[src/rtl/alu_logic_pipe_pkg.sv]
// Shared ALU definitions: function-code width, the logic-class prefix and
// the five logic op codes carried in ALUFun[3:0].
package alu_logic_pipe_pkg;

    localparam int ALUFUN_W = 6;

    // ALUFun[5:4] value that selects the logic unit
    localparam logic [1:0] FUN_CLASS_LOGIC = 2'b01;

    typedef enum logic [3:0] {
        OP_AND   = 4'b1000,
        OP_OR    = 4'b1110,
        OP_XOR   = 4'b0110,
        OP_NOR   = 4'b0001,
        OP_PASSA = 4'b1010
    } logic_op_e;

endpackage

[src/rtl/alu_logic_pipe_logic_core.sv]
// Combinational decode + compute for the logic unit. Codes outside the logic
// class, or unknown low nibbles, yield S=0 with illegal set.
module alu_logic_pipe_logic_core
    import alu_logic_pipe_pkg::*;
#(
    parameter int WIDTH = 32
) (
    input  logic [WIDTH-1:0]    a,
    input  logic [WIDTH-1:0]    b,
    input  logic [ALUFUN_W-1:0] alufun,
    output logic [WIDTH-1:0]    s,
    output logic                illegal
);

    // decode the function code and pick the bitwise result
    always_comb begin
        s       = '0;
        illegal = 1'b1;
        if (alufun[5:4] == FUN_CLASS_LOGIC) begin
            illegal = 1'b0;
            case (alufun[3:0])
                OP_AND:   s = a & b;
                OP_OR:    s = a | b;
                OP_XOR:   s = a ^ b;
                OP_NOR:   s = ~(a | b);
                OP_PASSA: s = a;
                default: begin
                    s       = '0;
                    illegal = 1'b1;
                end
            endcase
        end
    end

endmodule

[src/rtl/alu_logic_pipe.sv]
// Two-stage pipelined logic unit with valid/ready on both sides, backpressure
// and synchronous flush. s1 captures operands, s2 captures the result.
// Optional feature: define LOGIC_ZERO_FLAG_EN to add the registered zero flag.
module alu_logic_pipe
    import alu_logic_pipe_pkg::*;
#(
    parameter int WIDTH = 32
) (
    input  logic                clk,
    input  logic                reset,
    input  logic                in_valid,
    output logic                in_ready,
    input  logic [WIDTH-1:0]    A,
    input  logic [WIDTH-1:0]    B,
    input  logic [ALUFUN_W-1:0] ALUFun,
    input  logic                flush,
    output logic                out_valid,
    input  logic                out_ready,
    output logic [WIDTH-1:0]    S,
    output logic                illegal
`ifdef LOGIC_ZERO_FLAG_EN
    ,
    output logic                zero
`endif
);

    localparam int STAGES = 2;

    logic [STAGES:1]     vld_pipe;   // [1]=s1_valid, [2]=s2_valid
    logic [WIDTH-1:0]    s1_a, s1_b;
    logic [ALUFUN_W-1:0] s1_fun;
    logic [WIDTH-1:0]    core_s;
    logic                core_illegal;
    logic                s1_adv, accept;

    // s1 moves into s2 whenever s2 is empty or is being drained this cycle
    assign s1_adv    = vld_pipe[1] && (!vld_pipe[2] || out_ready);
    assign in_ready  = !vld_pipe[1] || s1_adv;
    assign accept    = in_valid && in_ready;
    assign out_valid = vld_pipe[2];

    alu_logic_pipe_logic_core #(.WIDTH(WIDTH)) u_core (
        .a       (s1_a),
        .b       (s1_b),
        .alufun  (s1_fun),
        .s       (core_s),
        .illegal (core_illegal)
    );

    // valid bits: flush beats any accept or output handshake in the same cycle
    always_ff @(posedge clk or posedge reset) begin
        if (reset) begin
            vld_pipe <= '0;
        end else if (flush) begin
            vld_pipe <= '0;
        end else begin
            if (accept)
                vld_pipe[1] <= 1'b1;
            else if (s1_adv)
                vld_pipe[1] <= 1'b0;

            if (s1_adv)
                vld_pipe[2] <= 1'b1;
            else if (out_ready)
                vld_pipe[2] <= 1'b0;
        end
    end

    // s1 operand capture on accept; holds while stalled
    always_ff @(posedge clk or posedge reset) begin
        if (reset) begin
            s1_a   <= '0;
            s1_b   <= '0;
            s1_fun <= '0;
        end else if (accept) begin
            s1_a   <= A;
            s1_b   <= B;
            s1_fun <= ALUFun;
        end
    end

    // s2 result capture when s1 advances; holds stable under backpressure
    always_ff @(posedge clk or posedge reset) begin
        if (reset) begin
            S       <= '0;
            illegal <= 1'b0;
        end else if (s1_adv) begin
            S       <= core_s;
            illegal <= core_illegal;
        end
    end

`ifdef LOGIC_ZERO_FLAG_EN
    // zero flag registered alongside S (set for illegal ops too, since S=0)
    always_ff @(posedge clk or posedge reset) begin
        if (reset)
            zero <= 1'b0;
        else if (s1_adv)
            zero <= (core_s == '0);
    end
`endif

endmodule

[config.mk]
export PLATFORM = sky130hd
export DESIGN_NAME = alu_logic_pipe
export DESIGN_NICKNAME = d
export VERILOG_FILES = /design/src/rtl/alu_logic_pipe_pkg.sv /design/src/rtl/alu_logic_pipe_logic_core.sv /design/src/rtl/alu_logic_pipe.sv
export SDC_FILE = /design/constraint.sdc
export NUM_CORES = 1
export LEC_CHECK = 0
export ABC_AREA = 1
export BUFFER_PORTS_ARGS = -buffer_cell sky130_fd_sc_hd__buf_4
export CAP_MARGIN = 0
export CORE_UTILIZATION = 47
export DETAILED_ROUTE_END_ITERATION = 6
export HOLD_SLACK_MARGIN = 0.15
export PLACE_DENSITY = 0.79
export SYNTH_ARGS = -nofsm -noshare
export SYNTH_HDL_FRONTEND = slang
export SYNTH_HIERARCHICAL = 1
export SYNTH_SLANG_ARGS = --single-unit
[constraint.sdc]
create_clock -name clk -period 4.25 [get_ports clk]
set_clock_uncertainty 0.2 [all_clocks]
set_input_delay 0.6375 -clock clk [delete_from_list [all_inputs] [get_ports clk]]
set_output_delay 0.6375 -clock clk [all_outputs]
set_load 0.005 [all_outputs]
==> summary.txt, run 1 <==
Status
  – Outcome: finished clean

Power
  – Clk pwr share: 0.329
  – P_int: 1764 uW
  – Peak VDD IR: 0.0002068 V
  – P per Cell Area: about 320 nW/um^2
  – Leak: 0.004513 uW
  – Net load switching power: 778.5 uW
  – Combinational fraction of design power: 0.215
  – Sw frac: 0.3062
  – Sequential power share: 0.456

Detailed routing
  – Via density per instance: 5.179
  – WL per Instance: between 10 and 15 um
  – Final WL: approximately 16000 um
  – Remaining routing DRC violations: 0
  – Routed Antenna Nets: 0
  – First-iteration detailed-routing DRC count: roughly 540
  – Detailed-route via count: 6267
  – DRT Pass-1 Iters: 5

Worst hold path
  – Worst min path class: in2reg
  – WHS Path Cells: 2

Timing
  – Hold_ws: 0.2413 ns
  – Min Tclk post-route: 2.906 ns
  – Hold Vio Cnt, Final: 0
  – Slew @ Worst Pin: 1.099 ns
  – Fmax: 344.1 MHz
  – Setup Viol. Count Final: 0
  – Max transition margin: 0.2668
  – RSZ-0062 raised after global routing: false
  – Tcrit/Tclk final: 0.6838
  – Setup_tns: 0 ns
  – Final Slew Violations: 0

Floorplanning
  – Die Y: 122.9 um
  – Initial core utilization: 0.4877
  – Ports: 110
  – Die X-Extent: 122.9 um
  – Die ar.: 15110 um^2
  – Core Rows: 43
  – CORE AREA: 14100 um^2

Logic synthesis
  – Gate Count Post-Synth: 958
  – Ys Warns: 6
  – Synth cell types: 17
  – Mean Syn Cell Area: 7.175 um^2
  – Synth Cell Area: 6874 um^2
  – Post-synthesis register bit count: between 100 and 150
  – Syn_nets: 1097
  – Register area share after synthesis: 0.3822

Worst setup path
  – R2r worst-path depth: 7
  – CP max FO: 73
  – Worst setup EP type: flip-flop
  – CP Class: reg2reg
  – CP Data Required Time: 4.29 ns
  – Crit path DAT: 2.95 ns
  – Setup crit start kind: flip-flop

Cells and area
  – Ant diodes: 0
  – Area grow syn2layout: 16.62%
  – Post-route design area: 8016 um^2
  – Finished Layout Cells: 1210
  – Fraction of layout cells with a size suffix above 1: 0.1398
  – Total of fill cells in the finished design: 1342
  – Final net count: between 1000 and 1500

Clocking
  – TritonCTS clock tree: yes
  – Hold bufs inserted after CTS: 1
  – H-tree levels: 3
  – Clock root buffer: clkbuf_16
  – Worst-path clk slew: 0.07 ns
  – # clock sinks: 105
  – Total CTS buffers: 9
  – Post_cts resized: 0
  – Clk buf depth: 2
  – Worst skew pair latency: between 0.3 and 0.4 ns
  – Post-CTS setup buffer count: 0

GRT
  – GRT Total Usage: 0.2320
  – First-pass GRT wire length: 27330 um
  – Grt total ovfl: 0
  – Number of global-route vias before repair: roughly 5700
  – Initial antenna violation count: 0
  – Largest net degree at the start of global routing: 74

Placement
  – Post-DP Area: 7715 um^2
  – Detail Placement HPWL: between 10000 and 15000 um
  – Global placer's final weighted congestion: 0.8067
  – Port Buffers: roughly 110
  – Placed cells: 1193

Run
  – Max-cap viol count: 0
[sequential cells by signal (all words and copies together) (netlist names)]
register / cells
S: 32
illegal: 1
s1_a: 32
s1_b: 32
s1_fun: 6
vld_pipe: 2
[power groups by stage]
stage | clock network (uW) | logic [uW] | registers (uW)
after detailed placement | 0 | 546 | 1180
after global placement | 0 | 528 | 1180
final | 836 | 547 | 1160
after CTS | 855 | 548 | 1160
after global routing | 894 | 628 | 1170
after floorplan | 0 | 375 | 1160
[worst paths after layout]
path / slack, ns / to / from
worst max-delay path: 1.34 / s1_a[11]$_DFFE_PP0P_ / vld_pipe[1]$_DFFE_PP0P_
min in group asynchronous: 0.64 / S[14]$_DFFE_PP0P_ / reset
worst min-delay path: 0.24 / vld_pipe[1]$_DFFE_PP0P_ / flush
worst max register to register: 1.34 / s1_a[11]$_DFFE_PP0P_ / vld_pipe[1]$_DFFE_PP0P_
max in group asynchronous: 2.34 / s1_fun[5]$_DFFE_PP0P_ / reset
worst min register to register: 0.27 / S[25]$_DFFE_PP0P_ / S[25]$_DFFE_PP0P_
[critical path: stages, from the launching register on]
cell	delay [ns]
dfrtp_1	0.38
buf_4	0.24
nand3_4	0.12
buf_4	0.51
nand2_2	0.70
buf_4	0.43
nand2_1	0.08
nand2_1	0.05
[cells by family (layout without fill, tap and decap cells)]
| group | count (synthesis) | in the layout | synth area share |
|---|---|---|---|
| buffers and inverters | 173 | 245 | 0.1059 |
| adder cells (fa/ha/maj) | 64 | 64 | 0.1165 |
| flip-flops | 105 | 105 | 0.3822 |
| AND/OR/NAND/NOR | 613 | 613 | 0.3932 |
| AO/OA/AOI/OAI | 3 | 3 | 0.002184 |
[through the flow]
stage | util | power (uW) | setup slack, ns
CTS | 0.5687 | 2562 | 1.338
finish | 0.5687 | 2543 | 1.344
floorplan | - | 1534 | 0.6520
global placement | 0.5473 | 1704 | 1.308
detailed placement | 0.5473 | 1723 | 1.225
global route | 0.5687 | 2694 | 1.135
[layer usage]
layer,vias to the layer above,track usage,wire [um]
met2,198,0.3480,7065
met1,2862,0.3340,7701
li1,3191,-,-
met3,16,0.04336,1105
met4,0,0.08155,240
met5,-,0,0
[synthesized netlist by cell type, drive strengths merged]
| master | instances | area, um^2 |
|---|---|---|
| clkbuf | 18 | 67.56 |
| nand2 | 245 | 924.6 |
| nor2 | 71 | 276.5 |
| o21ai | 1 | 5.000 |
| ha | 64 | 800.8 |
| nand3 | 296 | 1494 |
| dfrtp | 105 | 2628 |
| buf | 49 | 262.8 |
| a21oi | 2 | 10.01 |
| inv | 106 | 397.9 |
| nand3b | 1 | 7.510 |
[placed cells by master (no fill, tap or decap), drive strengths merged]
cell type	netlist	final
nand3	296	296
nand2	245	245
buf	49	122
inv	106	106
dfrtp	105	105
nor2	71	71
ha	64	64
clkbuf	18	14
a21oi	2	2
clkinvlp	0	1
bufinv	0	1
dlygate4sd3	0	1
nand3b	1	1
o21ai	1	1
[cell type report]
cell class                 count  area [um^2]  area share
inverter                     106        400.4     0.04995
tap                          180        225.2     0.02809
multi-input combinational    680         3533      0.4408
timing repair buffer         123        938.4      0.1171
clock inverter                 2        37.54    0.004682
sequential                   105         2628      0.3278
clock buffer                  14        254.0     0.03168
Note: power is estimated with default switching activity, not from simulation.
==> run 2, diff against run 1 <==
clock period = 2.7 ns   (was 4.25 ns; I/O delays follow)
==> run 2 against run 1 <==
  * Final cell count up 6.5%
  * Non-clock buffer count increased by 79
  * Critical path depth decreased by 4
  * Sequential share of layout area decreased by 3.1 points
  * First-iteration DRC count increased by 0.19%
  * Combinational power increased by 80%
  * Worst setup slack lost 0.73 ns
  * Register-to-register slack got worse by 0.72 ns
  * Clock power is 64% higher
  * Sequential cell count stayed put
  * Sequential power rose by 59%
  * Largest cell class unchanged
  * Highest routed layer unchanged
==> summary.txt, run 2 (synthesized netlist as in run 1, its figures left out) <==
Cells and area
  – Total of fill cells in the finished design: 1203 (was 1342)
  – Most common cell after layout, fill and taps aside: nand3_1 (unchanged)
  – Final net count: 1243 (was 1164)
  – Most frequent cells in the layout: nand3_1, nand2_1, buf_4, dfrtp_1, inv_1 (unchanged)
  – Finished Layout Cells: 1289 (was 1210)
  – Post-route design area: 8852 um^2 (was 8016 um^2)
  – Fraction of layout cells with a size suffix above 1: 0.1407 (was 0.1398)
  – Top flop regs: S (32), s1_a (32), s1_b (32) (unchanged)
  – Area grow syn2layout: 28.78% (was 16.62%)
  – Ant diodes: 0 (unchanged)

Clocking
  – Post-CTS setup buffer count: 0 (unchanged)
  – Total CTS buffers: 9 (unchanged)
  – H-tree levels: 3 (unchanged)
  – Clk buf depth: 2 (unchanged)
  – TritonCTS clock tree: yes (unchanged)
  – Worst-path clk slew: 0.07 ns (about the same)
  – Clock root buffer: clkbuf_16 (unchanged)
  – Worst skew pair latency: 0.36 ns (about the same)
  – Post_cts resized: 0 (unchanged)
  – # clock sinks: 105 (unchanged)
  – Hold bufs inserted after CTS: 71 (was 1)

Timing
  – Tcrit/Tclk final: 0.7742
  – RSZ-0062 raised after global routing: false (unchanged)
  – Setup WS post-layout: 0.6098 ns (was 1.344 ns)
  – Slew @ Worst Pin: 1.041 ns (was 1.099 ns)
  – Setup Viol. Count Final: 0 (unchanged)
  – Max transition margin: 0.3050 (was 0.2668)
  – Setup_tns: 0 ns (unchanged)
  – Fmax: approximately 480 MHz
  – Hold Vio Cnt, Final: 0 (unchanged)
  – Min Tclk post-route: 2.090 ns
  – Final Slew Violations: 0 (unchanged)
  – Hold_ws: 0.1809 ns (was 0.2413 ns)

Run
  – Max-cap viol count: 0 (unchanged)

GRT
  – Initial antenna violation count: 0 (unchanged)
  – GRT Total Usage: 0.2599 (was 0.2320)
  – Grt total ovfl: 0 (unchanged)
  – Largest net degree at the start of global routing: 98 (was 74)
  – Number of global-route vias before repair: 6281 (was 5685)
  – First-pass GRT wire length: 30350 um (was 27330 um)

Status
  – Outcome: finished clean (unchanged)

Worst setup path
  – CP max FO: 23 (was 73)
  – Worst setup EP type: primary output (was flip-flop)
  – CP Class: reg2out (was reg2reg)
  – Crit path DAT: 1.49 ns (was 2.95 ns)
  – CP Data Required Time: 2.10 ns (was 4.29 ns)
  – Setup crit start kind: flip-flop (unchanged)

Placement
  – Placed cells: 1202 (was 1193)
  – Global placer's final weighted congestion: 0.8219 (was 0.8067)
  – Worst slack, placed: 0.6894 ns (was 1.225 ns)
  – Detail Placement HPWL: 11650 um (was 11140 um)
  – Post-DP Area: 7834 um^2 (was 7715 um^2)
  – Port Buffers: 109 (unchanged)

Floorplanning
  – Ports: 110 (unchanged)
  – Die ar.: 15110 um^2 (unchanged)
  – Die X-Extent: 122.9 um (unchanged)
  – Initial core utilization: 0.4877 (unchanged)
  – CORE AREA: 14100 um^2 (unchanged)
  – Die Y: 122.9 um (unchanged)
  – Core Rows: 43 (unchanged)

Detailed routing
  – Via density per instance: 5.217 (was 5.179)
  – Routed Antenna Nets: 0 (unchanged)
  – Detailed-route via count: 6725 (was 6267)
  – WL per Instance: 14.30 um (was 13.32 um)
  – DRT Pass-1 Iters: 6 (was 5)
  – Final WL: 18430 um (was 16110 um)
  – First-iteration detailed-routing DRC count: 537 (was 536)
  – Remaining routing DRC violations: 0 (unchanged)

Power
  – Peak VDD IR: 0.0002857 V (was 0.0002068 V)
  – P per Cell Area: 473.9 nW/um^2 (was 317.2 nW/um^2)
  – Leak: 0.004873 uW (was 0.004513 uW)

Worst hold path
  – Worst min path class: in2reg (unchanged)
-- run 2: changes by cell type in the layout (fill, tap and decap cells not counted), sizes merged --
cell         previous run  this run
buf                   122       131
clkbuf                 14        12
clkinv                  0         2
clkinvlp                1         2
dlygate4sd3             1        71
inv                   106       105
-- run 2: stage by stage --
step,total power (uW),utilization
floorplan,2414,-
global placement,2714,0.5557
detailed placement,2749,0.5557
CTS,4203,0.6280
global route,4413,0.6280
finish,4195,0.6280
-- run 2: final cells by class --
class | instances | area, um^2 | share of cell area
Sequential cell | 105 | 2628 | 0.2968
Clock inverter | 4 | 51.30 | 0.005795
Tap cell | 180 | 225.2 | 0.02544
Inverter | 106 | 401.6 | 0.04537
Clock buffer | 12 | 256.5 | 0.02898
Timing Repair Buffer | 202 | 1757 | 0.1984
Multi-Input combinational cell | 680 | 3533 | 0.3992
-- run 2: metal layers --
layer	share of wire	routed length [um]	track usage
met1	0.45	8305	0.3607
met2	0.46	8430	0.4027
met3	0.072	1335	0.03828
met4	0.020	361	0.1143
met5	0	0	0
-- run 2: report_power, final --
part | leakage [uW] | switching [uW] | total, uW | internal, uW
sequential | 0.00134 | 134 | 1840 | 1700
clock | 0.000149 | 603 | 1370 | 771
combinational | 0.00339 | 568 | 985 | 417
-- run 2: worst paths after layout --
| path | slack, ns | endpoint | startpoint | cells after the start |
|---|---|---|---|---|
| max | 0.61 | in_ready | vld_pipe[1]$_DFFE_PP0P_ | 3 |
| min | 0.18 | s1_a[18]$_DFFE_PP0P_ | A[18] | 3 |
| max reg2reg | 0.62 | S[12]$_DFFE_PP0P_ | s1_fun[3]$_DFFE_PP0P_ | 9 |
| min reg2reg | 0.28 | S[27]$_DFFE_PP0P_ | S[27]$_DFFE_PP0P_ | 2 |
| max in group asynchronous | 1.13 | s1_b[10]$_DFFE_PP0P_ | reset | 4 |
| min in group asynchronous | 0.52 | s1_a[22]$_DFFE_PP0P_ | reset | 3 |
-- run 2: critical path, cell delays in order (launching register included) --
cell and delay (ns):
dfrtp_1 0.35, buf_4 0.22, nand3_4 0.29, buf_4 0.26
==> run 3, diff against run 2 <==
ABC_AREA = 0   (was 1)
PLACE_DENSITY = 0.82   (was 0.79)
clock period = 1.8 ns   (was 2.7 ns; I/O delays follow)
==> run 3 against run 2 <==
  * The flow now finishes with violations (setup timing)
  * Largest power group unchanged
  * Hold slack improved by 0.0056 ns
  * Worst setup slack got worse by 0.82 ns
  * Global-route usage fell by 3.7 points
==> summary.txt, run 3 <==
Status
  – Outcome: finished with violations (was finished clean)
  – Violated checks: setup timing

Power
  – P_int: 4630 uW (was 2890 uW)
  – Combinational fraction of design power: 0.248 (was 0.235)
  – Leak: 0.004176 uW (was 0.004873 uW)
  – Sw frac: 0.2703 (was 0.3112)
  – Peak VDD IR: 0.0004969 V (was 0.0002857 V)
  – Clk pwr share: 0.319 (was 0.328)
  – Pwr Total: 6345 uW (was 4195 uW)
  – P per Cell Area: 727.1 nW/um^2 (was 473.9 nW/um^2)
  – Sequential power share: 0.433 (was 0.438)
  – Net load switching power: 1715 uW (was 1305 uW)

Logic synthesis
  – Yosys top cell by area: dfrtp_1 (unchanged)
  – Ys Warns: 6 (unchanged)
  – Share of flip-flops with an asynchronous set or reset: 1.000 (unchanged)
  – Register area share after synthesis: 0.4122 (was 0.3822)
  – Post-synthesis register bit count: 105 (unchanged)
  – Synth Cell Area: 6374 um^2 (was 6874 um^2)
  – Syn_nets: 656 (was 1097)
  – Area contributors post-synth: dfrtp_1, mux2_2, ha_1 (was dfrtp_1, nand3_1, nand2_1)
  – Gate Count Post-Synth: 517 (was 958)
  – Mean Syn Cell Area: 12.33 um^2 (was 7.175 um^2)
  – Most frequent cell after synthesis: mux2_2 (was nand3_1)
  – Synth top cells by count: mux2_2, dfrtp_1, inv_1, ha_1 (was nand3_1, nand2_1, inv_1, dfrtp_1, nor2_1)
  – Primary FF master, synth: dfrtp_1 (unchanged)
  – Synth top area share: 0.4122 (was 0.3822)
  – Post-synth EDFFs: 0 (unchanged)
  – Synth cell types: 21 (was 17)

Clocking
  – Clk buf depth: 2 (unchanged)
  – H-tree levels: 3 (unchanged)
  – Clock root buffer: clkbuf_16 (unchanged)
  – TritonCTS clock tree: yes (unchanged)
  – # clock sinks: 105 (unchanged)
  – Worst skew pair latency: 0.35 ns (was 0.36 ns)
  – Total CTS buffers: 9 (unchanged)
  – Worst-path clk slew: 0.07 ns (about the same)

Timing
  – Min Tclk post-route: approximately 2 ns
  – Tcrit/Tclk final: 1.115
  – Setup WS post-layout: -0.2076 ns (was 0.6098 ns)
  – Setup_tns: -4.336 ns (was 0 ns)
  – Hold Vio Cnt, Final: 0 (unchanged)
  – Final Slew Violations: 0 (unchanged)
  – Max transition margin: 0.6257 (was 0.3050)
  – Hold_ws: 0.1865 ns (was 0.1809 ns)
  – Slew @ Worst Pin: 0.5614 ns (was 1.041 ns)
  – RSZ-0062 raised after global routing: true (was false)
  – Setup Viol. Count Final: 33 (was 0)
  – Fmax: between 400 and 500 MHz

Placement
  – Detail Placement HPWL: 9536 um (was 11650 um)
  – Global placer's final weighted congestion: 0.7621 (was 0.8219)
  – Post-DP Area: 7488 um^2 (was 7834 um^2)
  – Port Buffers: 109 (unchanged)

Floorplanning
  – Initial core utilization: 0.4813 (was 0.4877)
  – Ports: 110 (unchanged)
  – Die X-Extent: 118.5 um (was 122.9 um)
  – Core Rows: 42 (was 43)
  – Die ar.: 14030 um^2 (was 15110 um^2)
  – Die Y: 118.5 um (was 122.9 um)
  – CORE AREA: 13240 um^2 (was 14100 um^2)

Cells and area
  – Area grow syn2layout: 36.93% (was 28.78%)
  – Top flop regs: S (32), s1_a (32), s1_b (32) (unchanged)
  – Most frequent cells in the layout: mux2_2, buf_4, dfrtp_1, dlygate4sd3_1, inv_1 (was nand3_1, nand2_1, buf_4, dfrtp_1, inv_1)
  – Total of fill cells in the finished design: 960 (was 1203)
  – Final core occ: 0.6590 (was 0.6280)
  – Multi-input logic area: 3385 um^2 (was 3533 um^2)
  – Fraction of layout cells with a size suffix above 1: 0.4407 (was 0.1407)
  – Most common cell after layout, fill and taps aside: mux2_2 (was nand3_1)
  – Ant diodes: 0 (unchanged)
  – Final net count: 842 (was 1243)
  – Post-route design area: 8727 um^2 (was 8852 um^2)
  – Register area: 2631 um^2 (was 2628 um^2)

Worst setup path
  – Reg2reg start: s1_fun[1]$_DFFE_PP0P_ (was s1_fun[3]$_DFFE_PP0P_)
  – Worst Setup SP: s1_fun[1]$_DFFE_PP0P_ (was vld_pipe[1]$_DFFE_PP0P_)
  – Worst setup EP type: flip-flop (was primary output)
  – FF-to-FF setup slack: -0.21 ns (was 0.62 ns)
  – R2r worst-path depth: 7 (was 9)
  – CP Cell Sequence: buf_6, nor4b_4, buf_4, buf_6, mux2i_1, a211oi_1, mux2_2 (was buf_4, nand3_4, buf_4)
  – Crit-path most repeated cell: buf_6 (was buf_4)
  – CP max FO: 10 (was 23)
  – Critical-path top delay cell: dfrtp_2 (was dfrtp_1)
  – WP depth: 7 (was 3)
  – CP Data Required Time: 1.89 ns (was 2.10 ns)
  – Worst path buffer plus inverter count: 3 (was 2)
  – RR Endpoint: S[4]$_DFFE_PP0P_ (was S[12]$_DFFE_PP0P_)
  – CP Class: reg2reg (was reg2out)
  – Critical path's largest stage delay: 0.41 ns (was 0.35 ns)
  – Crit path DAT: 2.10 ns (was 1.49 ns)
  – CP top delay family: buffers and inverters (unchanged)
  – Worst Setup EP: S[4]$_DFFE_PP0P_ (was in_ready)
  – Setup crit start kind: flip-flop (unchanged)

Detailed routing
  – Remaining routing DRC violations: 0 (unchanged)
  – DRT Pass-1 Iters: 6 (unchanged)
  – Routed Antenna Nets: 0 (unchanged)
  – WL per Instance: 17.28 um (was 14.30 um)
  – Via density per instance: 5.259 (was 5.217)
  – First-iteration detailed-routing DRC count: 255 (was 537)
  – Detailed-route via count: 4649 (was 6725)
  – Final WL: 15280 um (was 18430 um)

GRT
  – Largest net degree at the start of global routing: 106 (was 98)
  – GRT Total Usage: 0.2227 (was 0.2599)
  – Initial antenna violation count: 0 (unchanged)
  – First-pass GRT wire length: 24500 um (was 30350 um)
  – Number of global-route vias before repair: 4931 (was 6281)
  – Grt total ovfl: 0 (unchanged)

Run
  – Max-cap viol count: 0 (unchanged)

Worst hold path
  – Worst min path class: in2reg (unchanged)
[run 3: changes by cell type after synthesis, moves of 11 or more]
cell / delta
nand3_1: -295
a211oi_1: +32
clkbuf_1: -11
inv_1: -38
mux2_2: +136
a22oi_1: +32
nand2_1: -243
mux2i_1: +32
nor2_1: -69
buf_2: -16
[run 3: how the worst min path moves through the flow]
stage / slack, ns / end / from / depth (start not counted)
after detailed placement: 0.23 / vld_pipe[1]$_DFFE_PP0P_ / flush / 2
after global placement: 0.23 / vld_pipe[1]$_DFFE_PP0P_ / flush / 2
after CTS: 0.18 / s1_fun[0]$_DFFE_PP0P_ / in_valid / 3
after floorplan: 0.13 / vld_pipe[1]$_DFFE_PP0P_ / flush / 1
final: 0.19 / s1_fun[0]$_DFFE_PP0P_ / in_valid / 3
after global routing: 0.19 / s1_fun[2]$_DFFE_PP0P_ / in_valid / 3
[run 3: layout make-up]
cell class                 instances  share of cell area
clock inverter                     2            0.004014
multi-input combinational        309              0.3878
timing repair buffer             210              0.2204
inverter                          68             0.02968
tap                              176             0.02523
sequential                       105              0.3015
clock buffer                      14             0.03140
[run 3: metal layers]
layer | up-vias | track usage | share of wire
met2 | 129 | 0.3926 | 0.52
met4 | 0 | 0.09889 | 0.026
met3 | 27 | 0.03523 | 0.040
li1 | 2187 | - | -
met5 | - | 0 | 0
met1 | 2306 | 0.2676 | 0.42
[run 3: what timing repair did]
action / in CTS / in global routing
hold endpoints to repair: 177 / 0
gates cloned: 0 / 3
buffers inserted: 0 / 2
hold buffers: 74 / 0
pin swaps: 3 / 6
gates resized for setup: 11 / 22
endpoints found under the setup margin: 33 / 33
[run 3: stage by stage]
stage | setup WS (ns) | instances
2_1_floorplan | -0.03984 | 517
3_3_place_gp | -0.06274 | 789
3_5_place_dp | -0.1197 | 789
4_1_cts | -0.1176 | 879
5_1_grt | -0.2567 | 884
6_report | -0.2076 | 884
[run 3: kinds of logic (layout without fill, tap and decap cells)]
| family | Yosys count | after routing | share of synthesized area |
|---|---|---|---|
| buffers and inverters | 103 | 294 | 0.07577 |
| adders and majority gates | 64 | 64 | 0.1256 |
| and+or+nand+nor | 10 | 10 | 0.01806 |
| DFF | 105 | 105 | 0.4122 |
| AOI/OAI and AO/OA | 67 | 67 | 0.07774 |
| muxes | 168 | 168 | 0.2905 |
[run 3: worst min-delay path, stage by stage]
cell,delay [ns]
buf_4,0.12
nand2_4,0.14
mux2_2,0.17
[run 3: power groups by stage]
stage	Sequential [uW]	Combinational, uW	Clock [uW]
5_1_grt	2770	1710	2180
2_1_floorplan	2720	906	0
6_report	2750	1570	2030
3_5_place_dp	2790	1310	0
4_1_cts	2750	1470	2080
3_3_place_gp	2780	1240	0
